## src/rtl/mem_arbiter_pkg.sv

```systemverilog
// Shared definitions for the byte-wide RAM port arbiter: bus widths,
// transfer-length encodings, FSM state codes and requester identities.
package mem_arbiter_pkg;

    localparam int RegBus  = 32;
    localparam int AddrBus = 32;

    // mem_len carries bytes-1; the unused code 2 behaves as a word
    localparam logic [1:0] LEN_B = 2'd0;
    localparam logic [1:0] LEN_H = 2'd1;
    localparam logic [1:0] LEN_W = 2'd3;

    typedef enum logic [1:0] {
        IDLE = 2'd0,
        RD   = 2'd1,
        WR   = 2'd2,
        DONE = 2'd3
    } state_t;

    typedef enum logic {
        OWN_IF  = 1'b0,
        OWN_MEM = 1'b1
    } owner_t;

    function automatic logic [2:0] len_bytes(input logic [1:0] len);
        case (len)
            LEN_B:   return 3'd1;
            LEN_H:   return 3'd2;
            default: return 3'd4;
        endcase
    endfunction

endpackage

```

## src/rtl/mem_arbiter.sv

```systemverilog
// Arbitrates the single byte-wide RAM port between instruction fetch and the
// MEM stage, serialising 1/2/4-byte transfers and assembling little-endian reads.
module mem_arbiter
    import mem_arbiter_pkg::*;
#(
    parameter int ADDR_W = 17
) (
    input  logic                clk,
    input  logic                rst,
    input  logic                flush,
    input  logic                if_req,
    input  logic [AddrBus-1:0]  if_addr,
    output logic                if_rdy,
    output logic [RegBus-1:0]   if_inst,
    input  logic                mem_req,
    input  logic                mem_we,
    input  logic [1:0]          mem_len,
    input  logic [AddrBus-1:0]  mem_addr,
    input  logic [RegBus-1:0]   mem_wdata,
    output logic                mem_rdy,
    output logic [RegBus-1:0]   mem_rdata,
    output logic                busy,
    output logic [ADDR_W-1:0]   ram_a,
    output logic                ram_wr,
    output logic [7:0]          ram_dout,
    input  logic [7:0]          ram_din
);

    // Handshake: a requester holds req (and its fields) until its one-cycle rdy
    // pulse; fields are latched at grant and ignored afterwards.

    state_t              state_q, state_d;
    owner_t              owner_q;
    logic                we_q;
    logic [2:0]          cnt_q, nbytes_q, next_cnt;
    logic [ADDR_W-1:0]   addr_q, req_addr, next_a;
    logic [RegBus-1:0]   wdata_q, asm_q, inst_q, rdata_q;
    logic [1:0]          rd_idx, wr_idx;
    logic                grant_mem, grant_if, kill_if;
    logic                unused_addr_bits;

    assign unused_addr_bits = ^{if_addr[AddrBus-1:ADDR_W], mem_addr[AddrBus-1:ADDR_W]};

    assign grant_mem = (state_q == IDLE) && mem_req;
    assign grant_if  = (state_q == IDLE) && !mem_req && if_req && !flush;
    assign kill_if   = flush && (owner_q == OWN_IF) && ((state_q == RD) || (state_q == DONE));
    assign req_addr  = grant_mem ? mem_addr[ADDR_W-1:0] : if_addr[ADDR_W-1:0];
    assign next_cnt  = cnt_q + 3'd1;
    assign next_a    = addr_q + ADDR_W'(next_cnt);
    // In RD the byte arriving now was addressed one cycle earlier
    assign rd_idx    = cnt_q[1:0] - 2'd1;
    assign wr_idx    = next_cnt[1:0];

    always_ff @(posedge clk or posedge rst) begin
        if (rst) state_q <= IDLE;
        else     state_q <= state_d;
    end

    always_comb begin
        state_d = state_q;
        case (state_q)
            IDLE: begin
                if (grant_mem)     state_d = mem_we ? WR : RD;
                else if (grant_if) state_d = RD;
            end
            RD: begin
                if (kill_if)                 state_d = IDLE;
                else if (cnt_q == nbytes_q)  state_d = DONE;
            end
            WR: begin
                if (next_cnt == nbytes_q) state_d = DONE;
            end
            DONE:    state_d = IDLE;
            default: state_d = IDLE;
        endcase
    end

    always_comb begin
        busy      = (state_q != IDLE);
        if_rdy    = (state_q == DONE) && (owner_q == OWN_IF) && !flush;
        mem_rdy   = (state_q == DONE) && (owner_q == OWN_MEM);
        if_inst   = if_rdy ? asm_q : inst_q;
        mem_rdata = (mem_rdy && !we_q) ? asm_q : rdata_q;
    end

    always_ff @(posedge clk or posedge rst) begin
        if (rst) begin
            owner_q  <= OWN_IF;
            we_q     <= 1'b0;
            cnt_q    <= '0;
            nbytes_q <= '0;
            addr_q   <= '0;
            wdata_q  <= '0;
            asm_q    <= '0;
            inst_q   <= '0;
            rdata_q  <= '0;
            ram_a    <= '0;
            ram_wr   <= 1'b0;
            ram_dout <= '0;
        end else begin
            ram_wr <= 1'b0;
            case (state_q)
                IDLE: begin
                    if (grant_mem || grant_if) begin
                        owner_q  <= grant_mem ? OWN_MEM : OWN_IF;
                        we_q     <= grant_mem && mem_we;
                        nbytes_q <= grant_mem ? len_bytes(mem_len) : 3'd4;
                        cnt_q    <= '0;
                        asm_q    <= '0;
                        addr_q   <= req_addr;
                        ram_a    <= req_addr;
                        wdata_q  <= mem_wdata;
                        if (grant_mem && mem_we) begin
                            ram_wr   <= 1'b1;
                            ram_dout <= mem_wdata[7:0];
                        end
                    end
                end
                RD: begin
                    cnt_q <= next_cnt;
                    if (cnt_q != 3'd0) asm_q[{rd_idx, 3'b000} +: 8] <= ram_din;
                    if (!kill_if && (next_cnt < nbytes_q)) ram_a <= next_a;
                end
                WR: begin
                    cnt_q <= next_cnt;
                    if (next_cnt < nbytes_q) begin
                        ram_wr   <= 1'b1;
                        ram_a    <= next_a;
                        ram_dout <= wdata_q[{wr_idx, 3'b000} +: 8];
                    end
                end
                DONE: begin
                    if (owner_q == OWN_IF) begin
                        if (!flush) inst_q <= asm_q;
                    end else if (!we_q) begin
                        rdata_q <= asm_q;
                    end
                end
                default: ;
            endcase
        end
    end

endmodule

```

## config.mk

```make
export PLATFORM = sky130hd
export DESIGN_NAME = mem_arbiter
export DESIGN_NICKNAME = d
export VERILOG_FILES = /design/src/rtl/mem_arbiter_pkg.sv /design/src/rtl/mem_arbiter.sv
export SDC_FILE = /design/constraint.sdc
export NUM_CORES = 1
export LEC_CHECK = 0
export CORE_ASPECT_RATIO = 1.25
export CORE_MARGIN = 2
export CORE_UTILIZATION = 55
export CTS_BUF_LIST = sky130_fd_sc_hd__clkbuf_4 sky130_fd_sc_hd__clkbuf_8
export DETAILED_ROUTE_END_ITERATION = 8
export PLACE_DENSITY = 0.95
export SETUP_SLACK_MARGIN = 0.3
export SYNTH_ARGS = -nofsm -noshare
export SYNTH_HDL_FRONTEND = slang
export SYNTH_SLANG_ARGS = --single-unit
```

## constraint.sdc

```tcl
create_clock -name clk -period 15.8 [get_ports clk]
set_input_delay 3.16 -clock clk [delete_from_list [all_inputs] [get_ports clk]]
set_output_delay 3.16 -clock clk [all_outputs]
set_load 0.1 [all_outputs]
```

Word-level counts from Yosys, hierarchy flattened
Index checks and enable logic that the tools add are counted.
{"block": "op_classes", "n_addsub": 4, "multipliers": 0, "n_div": 0, "n_lt_le_gt_ge": 1, "n_eq_ne": 14, "shift": 3, "mux": 31, "n_bitwise": 3, "n_reduce_logical": 35}
{"op": "32-bit 2-to-1 mux", "count": 4}
{"op": "17-bit 2-to-1 mux", "count": 4}
{"op": "32-bit one-hot mux with 2 select lines", "count": 1}
{"op": "17-bit one-hot mux with 3 select lines", "count": 1}
{"op": "32-bit bitwise mux", "count": 1}
{"op": "8-bit by 7-bit variable shift with 32-bit output (first input constant)", "count": 1}
{"op": "32-bit by 6-bit indexed part select with 8-bit output", "count": 1}
{"op": "8-bit by 7-bit indexed part select with 32-bit output", "count": 1}
{"op": "8-bit 2-to-1 mux", "count": 3}
{"op": "17-bit by 3-bit adder with 17-bit output", "count": 1}
{"op": "8-bit one-hot mux with 2 select lines", "count": 1}
{"op": "1-bit logical AND", "count": 12}
{"op": "2-bit 2-to-1 mux", "count": 6}
{"op": "3-bit one-hot mux with 2 select lines", "count": 2}
{"op": "3-bit AND reduction", "count": 4}
{"op": "2-bit by 1-bit != test with 1-bit output (second input constant)", "count": 4}
{"op": "2-bit one-hot mux with 4 select lines", "count": 1}
{"op": "4-bit AND reduction", "count": 2}
{"op": "2-bit nonzero test", "count": 4}
{"op": "5-bit negation with 7-bit output", "count": 1}
{"op": "3-bit == test", "count": 2}
{"op": "3-bit 2-to-1 mux", "count": 2}
{"op": "3-bit nonzero test", "count": 2}
{"op": "2-bit by 1-bit == test with 1-bit output (second input constant)", "count": 2}
{"op": "15 further kinds", "count": 28}
{"block": "word_totals", "ff_bits": 181, "latch_bits": 0, "ram_bits": 0, "rom_bits": 0, "memories": 0}

Depth between registers and ports, before layout
Gate-level depths: netlist of the first run.
{"block": "logic_depth", "ltp_word": 7, "depth_mapped": 11}

Worst setup path after synthesis of the first run
OpenSTA, ideal clock, no wires.
{"block": "synth_path", "path_type": "input to output", "start": "input port flush", "end": "output port if_inst[10]", "arrival_time_ns": 4.365, "required_ns": 12.640, "setup_slack_ns": 8.275, "stages": 4, "n_path_buf": 2, "path_cell_list": "nor3_1 -> buf_2 -> buf_2 -> mux2_2"}
{"block": "synth_between", "elab_chain_cells": 3}
{"item": "start: declaration", "line": "mem_arbiter.sv:10", "source": "input logic flush,"}
{"item": "1-bit logical NOT"}
{"item": "1-bit logical AND", "line": "mem_arbiter.sv:80", "source": "if_rdy = (state_q == DONE) && (owner_q == OWN_IF) && !flush;"}
{"item": "32-bit 2-to-1 mux", "line": "mem_arbiter.sv:82", "source": "if_inst = if_rdy ? asm_q : inst_q;"}
{"item": "end: declaration", "line": "mem_arbiter.sv:14", "source": "output logic [RegBus-1:0] if_inst,"}
Every way passes these cells.

Final worst setup path of the first run
{"block": "layout_path", "start": "input port flush", "end": "output port if_inst[17]"}
The elaborated chain is that of the path after synthesis.

==> results of run 1 <==
## synthesized netlist by cell type (all sizes together) (4+ instances only)
cell | instances | share of area (%)
and3 | 6 | 0.43
a22o | 17 | 1.7
buf | 23 | 1.5
mux2 | 145 | 19
mux4 | 8 | 2.0
o21ai | 51 | 3.0
nand4 | 4 | 0.28
clkbuf | 16 | 0.67
inv | 15 | 0.65
nand3 | 7 | 0.44
ha | 17 | 2.4
and4 | 4 | 0.40
xnor2 | 5 | 0.49
xor2 | 8 | 0.78
mux2i | 35 | 3.9
a21oi | 20 | 1.1
nor2 | 14 | 0.58
nand2 | 167 | 7.0
nand2b | 6 | 0.42
dfrtp | 181 | 50
## layout make-up
cell class / instances / area (um^2) / share of cell area, %
Sequential cell: 181 / 4530 / 40.0
Multi-Input combinational cell: 547 / 4240 / 37.5
Timing Repair Buffer: 179 / 1780 / 15.7
Clock buffer: 24 / 312 / 2.75
Tap cell: 216 / 270 / 2.39
Clock inverter: 7 / 120 / 1.06
Inverter: 16 / 67.6 / 0.597
## state kept, by name, summed over array words and instances (netlist names)
| name | count |
|---|---|
| addr_q | 17 |
| asm_q | 32 |
| cnt_q | 3 |
| inst_q | 32 |
| nbytes_q | 3 |
| owner_q | 1 |
| ram_a | 17 |
| ram_dout | 8 |
| ram_wr | 1 |
| rdata_q | 32 |
| state_q | 2 |
| wdata_q | 32 |
| we_q | 1 |
## routing by layer
metal	GRT usage, %	part of all wire, %	wire length, um
met5	0	0	0
met4	13.5	4.3	905
met3	5.32	5.0	1040
met2	42.2	52	10900
met1	30.1	39	8160
## cells by family (layout without fill, tap and decap cells)
logic type	count (synthesis)	in the layout
multiplexers	188	188
AO/OA/AOI/OAI	107	107
flip-flops	181	181
buffers and inverters	55	226
AND/OR/NAND/NOR	221	221
adder cells (fa/ha/maj)	18	18
XOR/XNOR	13	13
## layout by cell type, fill, tap and decap left out, types with 3 or more instances in the layout
cell type        count
dfrtp_1            181
clkdlybuf4s50_1    174
nand2_1            167
mux2_2             135
o21ai_0             43
mux2i_1             35
clkbuf_8            21
a21oi_1             19
a22o_1              17
ha_1                17
nor2_1              14
inv_1               13
mux2_4              10
xor2_1               8
mux4_2               8
nand3_1              6
nand2b_1             5
xnor2_1              5
and3_1               5
buf_4                5
nand4_1              4
o21ai_1              4
and4_1               3
and2_1               3
o21ai_2              3
clkbuf_4             3
bufinv_16            3
## critical path, stage by stage
cell and delay [ns]:
clkdlybuf4s50_1 0.48, nor3_2 0.19, buf_4 0.63, mux2_2 0.30
clkdlybuf4s50_1 1.14
## power groups by stage
stage,sequential [uW],combinational [uW],clock (uW)
after floorplan,924,791,0
after global placement,710,1250,0
after detailed placement,723,1280,0
after CTS,716,1290,344
after global routing,735,1370,364
final,718,1280,336
## metrics by stage
step	hold slack [ns]	util, %
2_1_floorplan	0.438	-
3_3_place_gp	0.451	67.5
3_5_place_dp	0.456	67.5
4_1_cts	0.475	70.1
5_1_grt	0.506	70.1
6_report	0.471	70.1
## worst max-delay path by stage
| stage | to | slack (ns) | cells after the start |
|---|---|---|---|
| after floorplan | addr_q[0]$_DFFE_PP0P_ | 7.72 | 1 |
| after global placement | if_inst[15] | 6.72 | 5 |
| after detailed placement | if_inst[17] | 6.66 | 5 |
| after CTS | if_inst[17] | 6.66 | 5 |
| after global routing | if_inst[15] | 6.53 | 5 |
| final | if_inst[17] | 6.66 | 5 |
==> impl_metrics.tcl, run 1 <==
set metrics [dict create \
    outcome "finished, final reports clean" \
    syn_inst 783 \
    drtIter0Drc 364 \
    placedCellCount 1139 \
    place.gp.congestion 0.843 \
    ant_nets 0 \
    timing.setup.tns_ns 0 \
    layout.cells.non_filler 1170 \
    wl_per_cell_um 18.0 \
    r2r_end "ram_a[14]$_DFFE_PP0P_" \
    synthMuxAreaShare_pct 24.4 \
    p_leak_uw 0.00528 \
    synthArstFlopShare_pct 100 \
    setup_slack_ns 6.66 \
    p_int_uw 1220 \
    skew_ns 0.0141 \
    worstHoldPathCells 2 \
    n_antenna_cell 0 \
    htree_levels 4 \
    ir_drop_uv 182 \
    synth_simple_gate_area_share_pct 10.7 \
    vias 6521 \
    hold_end "we_q$_DFFE_PP0P_" \
    syn_nets 913 \
    rsz0062_at_grt "false" \
    ctsHoldBuffers 0 \
    sw_frac_of_total_pct 47.7 \
    synth_xor_area_share_pct 1.26 \
    cts_setup_buffers 0 \
    initial_core_util_pct 55.8 \
    worst_setup_path_end_kind "output pin" \
    fillers 1201 \
    synth-adder-area-share_pct 2.58 \
    syn_area_um2 9010 \
    fp-row-count 52 \
    period_share_pct 57.9 \
    ctsResizeCount 0 \
    cts_buffers 17 \
    routed_via_density 5.57 \
    hold_viol 0 \
    tightestPinTransition_ns 1.19 \
    ioPinCount 205 \
    slew_headroom_pct 20.6 \
    seqPwrFrac_pct 30.7 \
    path_clk_slew_ns 0.08 \
    hold_path.class "register to register" \
    grt_max_degree 111 \
    nets 1072 \
    hpwl_um 14900 \
    dr.pass1.iters 4 \
    grt_pass1_wl_um 34000 \
    die_area_um2 17400 \
    clkSinkCount 181 \
    postLayoutCellArea_um2 11300 \
    synthToLayoutAreaGrowth_pct 25.6 \
    io_buffers 174 \
    r2r_setup_slack_ns 11.65 \
    wirelength_um 21000 \
    cts_tree "done" \
    track_usage_pct 25.0 \
    pwr_density_cell_nw_per_um2 206 \
    synth_flop_cell "dfrtp_1" \
    placed_cell_area_um2 10900 \
    synth_top_family_by_area "multiplexers" \
    yosysUniqueCellTypes 54 \
    clock_latency_ns 0.47 \
    cts-root-buf "clkbuf_8" \
    core_area_um2 16100 \
    min_from "we_q$_DFFE_PP0P_" \
    ys_ff_latch 181 \
    worst-endpoint-arrival_ns 5.98 \
    fmax_ghz 0.109 \
    synth_area_per_cell_um2 11.5 \
    grt_overflow 0 \
    synth-compound-area-share_pct 7.85 \
    crit_fanout 65 \
    combPwrFrac_pct 54.9 \
    ys_warn_count 0 \
    slew_violations 0 \
    yosysSeqAreaShare_pct 50.3 \
    drc 0 \
    cp-startpoint "flush" \
    min_period_ns 9.14 \
    p_sw_uw 1120 \
    ff2ff_path_depth 9 \
    finalSetupViolCount 0 \
    drv_cap 0 \
    r2r-start "cnt_q[0]$_DFFE_PP0P_" \
    critPathKind "input port to output pin" \
    critPathLaunchType "input port" \
    cts.path.max_buffers 2 \
    p_clk_share_pct 14.4 \
    die_h_um 147 \
    required_ns 12.64 \
    pre_cts_slack_ns 6.66 \
    synth-edff-count 0 \
    grt_pass1_vias 6677 \
    die_x_um 118 \
    drive_above_1_share_pct 21.7 \
    power_uw 2340 \
    antenna_found_initial 0 \
]
Note: power is estimated with default switching activity, not from simulation.
==> run 2, diff against run 1 <==
Settings changed: CORE_UTILIZATION 55 to 52, PLACE_DENSITY 0.95 to 0.91.
Clock period 15.8 ns to 9.05 ns, I/O delays scaled along.
==> run 2 against run 1 <==
  * Register-to-register slack worse by 6.7 ns
  * Die area is 5.6% higher
  * Clock power is 80% higher
  * Final cell count is 0.43% higher
  * Largest power group unchanged
==> impl_metrics.tcl, run 2 (synthesis results as in run 1) <==
set metrics [dict create \
    period_share_pct 71.3 \
    cts_buffers 17 \
    dr.pass1.iters 5 \
    ioPinCount 205 \
    grt_pass1_vias 6641 \
    final_common_cell "dfrtp_1" \
    ant_nets 0 \
    initial_core_util_pct 53.3 \
    min_from "wdata_q[19]$_DFFE_PP0P_" \
    grt_max_degree 106 \
    vias 6444 \
    cts_tree "done" \
    crit_fanout 65 \
    ctsHoldBuffers 0 \
    drv_cap 0 \
    required_ns 7.24 \
    die_h_um 151 \
    power_uw 4080 \
    cp_slowest_stage_delay_ns 1.15 \
    r2r-start "cnt_q[0]$_DFFE_PP0P_" \
    nets 1073 \
    die_area_um2 18400 \
    ff2ff_path_depth 9 \
    drc 0 \
    r2r_setup_slack_ns 5.00 \
    slew_headroom_pct 30.3 \
    cpMaxStageDelayCell "clkdlybuf4s50_1" \
    hpwl_um 14700 \
    htree_levels 4 \
    drive_above_1_share_pct 21.8 \
    critPathKind "input port to output pin" \
    synthToLayoutAreaGrowth_pct 25.8 \
    p_leak_uw 0.00528 \
    worst-endpoint-arrival_ns 4.65 \
    io_buffers 174 \
    cts_setup_buffers 0 \
    drtIter0Drc 468 \
    n_antenna_cell 0 \
    cp-startpoint "flush" \
    timing.setup.tns_ns 0 \
    worst_setup_path_end_kind "output pin" \
    place.gp.congestion 0.832 \
    core_area_um2 16900 \
    clock_latency_ns 0.45 \
    finalSetupViolCount 0 \
    layout_common_cells "dfrtp_1, clkdlybuf4s50_1, nand2_1, mux2_2, o21ai_0" \
    fp-row-count 53 \
    hold_path.class "register to register" \
    rsz0062_at_grt "false" \
    path_clk_slew_ns 0.08 \
    grt_overflow 0 \
    worstHoldPathCells 2 \
    hold_end "wdata_q[19]$_DFFE_PP0P_" \
    wirelength_um 20400 \
    cts.path.max_buffers 2 \
    antenna_found_initial 0 \
    die_x_um 122 \
    routed_via_density 5.48 \
    grt_pass1_wl_um 33400 \
    min_period_ns 6.46 \
    pwr_density_cell_nw_per_um2 360 \
    ir_drop_uv 315 \
    ctsResizeCount 0 \
    wl_per_cell_um 17.4 \
    hold_viol 0 \
    cts-root-buf "clkbuf_8" \
    clkSinkCount 181 \
    outcome "finished, final reports clean" \
    r2r_end "ram_a[14]$_DFFE_PP0P_" \
    path_common_cell "clkdlybuf4s50_1" \
    slew_violations 0 \
    track_usage_pct 23.3 \
    crit_path_cell_trace "clkdlybuf4s50_1, nor3_2, buf_4, mux2_2, clkdlybuf4s50_1" \
    critPathLaunchType "input port" \
    fmax_ghz 0.155 \
    skew_ns 0.0150 \
    tightestPinTransition_ns 1.04 \
]
==> run 2: cell count changes in the layout (fill, tap and decap cells not counted), sizes merged <==
cell | previous run | this run
inv | 15 | 17
bufinv | 3 | 4
clkinv | 4 | 5
clkbuf | 24 | 20
buf | 5 | 6
==> run 2: worst max path at each step <==
| stage | slack, ns | cells after the start | end |
|---|---|---|---|
| 2_1_floorplan | 2.32 | 1 | addr_q[0]$_DFFE_PP0P_ |
| 3_3_place_gp | 2.67 | 5 | if_inst[10] |
| 3_5_place_dp | 2.61 | 5 | if_inst[15] |
| 4_1_cts | 2.60 | 5 | if_inst[15] |
| 5_1_grt | 2.49 | 5 | if_inst[15] |
| 6_report | 2.59 | 5 | if_inst[15] |
==> run 2: power breakdown <==
group	switching [uW]	leakage (uW)	internal [uW]
sequential	194	0.00237	1050
clock	289	0.000222	316
combinational	1460	0.00269	767
total	1940	0.00528	2140
==> run 2: worst max-delay path: cells and delay by family <==
kind,cells,cell delay [ns]
mux,1,0.31
buf+inv,3,2.25
simple gates,1,0.20
==> run 2: final cells by class <==
type	instances	area [um^2]
repair buffers	180	1790
fillers	1248	5570
flip-flops and latches	181	4530
clock inverters	11	175
clock buffers	20	263
well taps	220	275
multi-input cells	547	4240
inverters	16	67.6
==> run 2: metal layers <==
metal	part of all wire, %	track usage, %	vias to the layer above
li1	-	-	3059
met1	40	28.9	3174
met2	53	41.0	179
met3	4.2	4.29	32
met4	2.1	8.10	0
met5	0	0	-
==> run 2: per-stage QoR <==
| stage | setup WS (ns) | area, um^2 | instances | utilization, % | hold WS (ns) |
|---|---|---|---|---|---|
| after CTS | 2.60 | 11300 | 1175 | 67.0 | 0.483 |
| after detailed placement | 2.61 | 10900 | 1144 | 64.5 | 0.461 |
| after floorplan | 2.32 | 9010 | 783 | - | 0.438 |
| final | 2.59 | 11300 | 1175 | 67.0 | 0.480 |
| after global routing | 2.49 | 11300 | 1175 | 67.0 | 0.500 |
| after global placement | 2.67 | 10900 | 1144 | 64.5 | 0.452 |
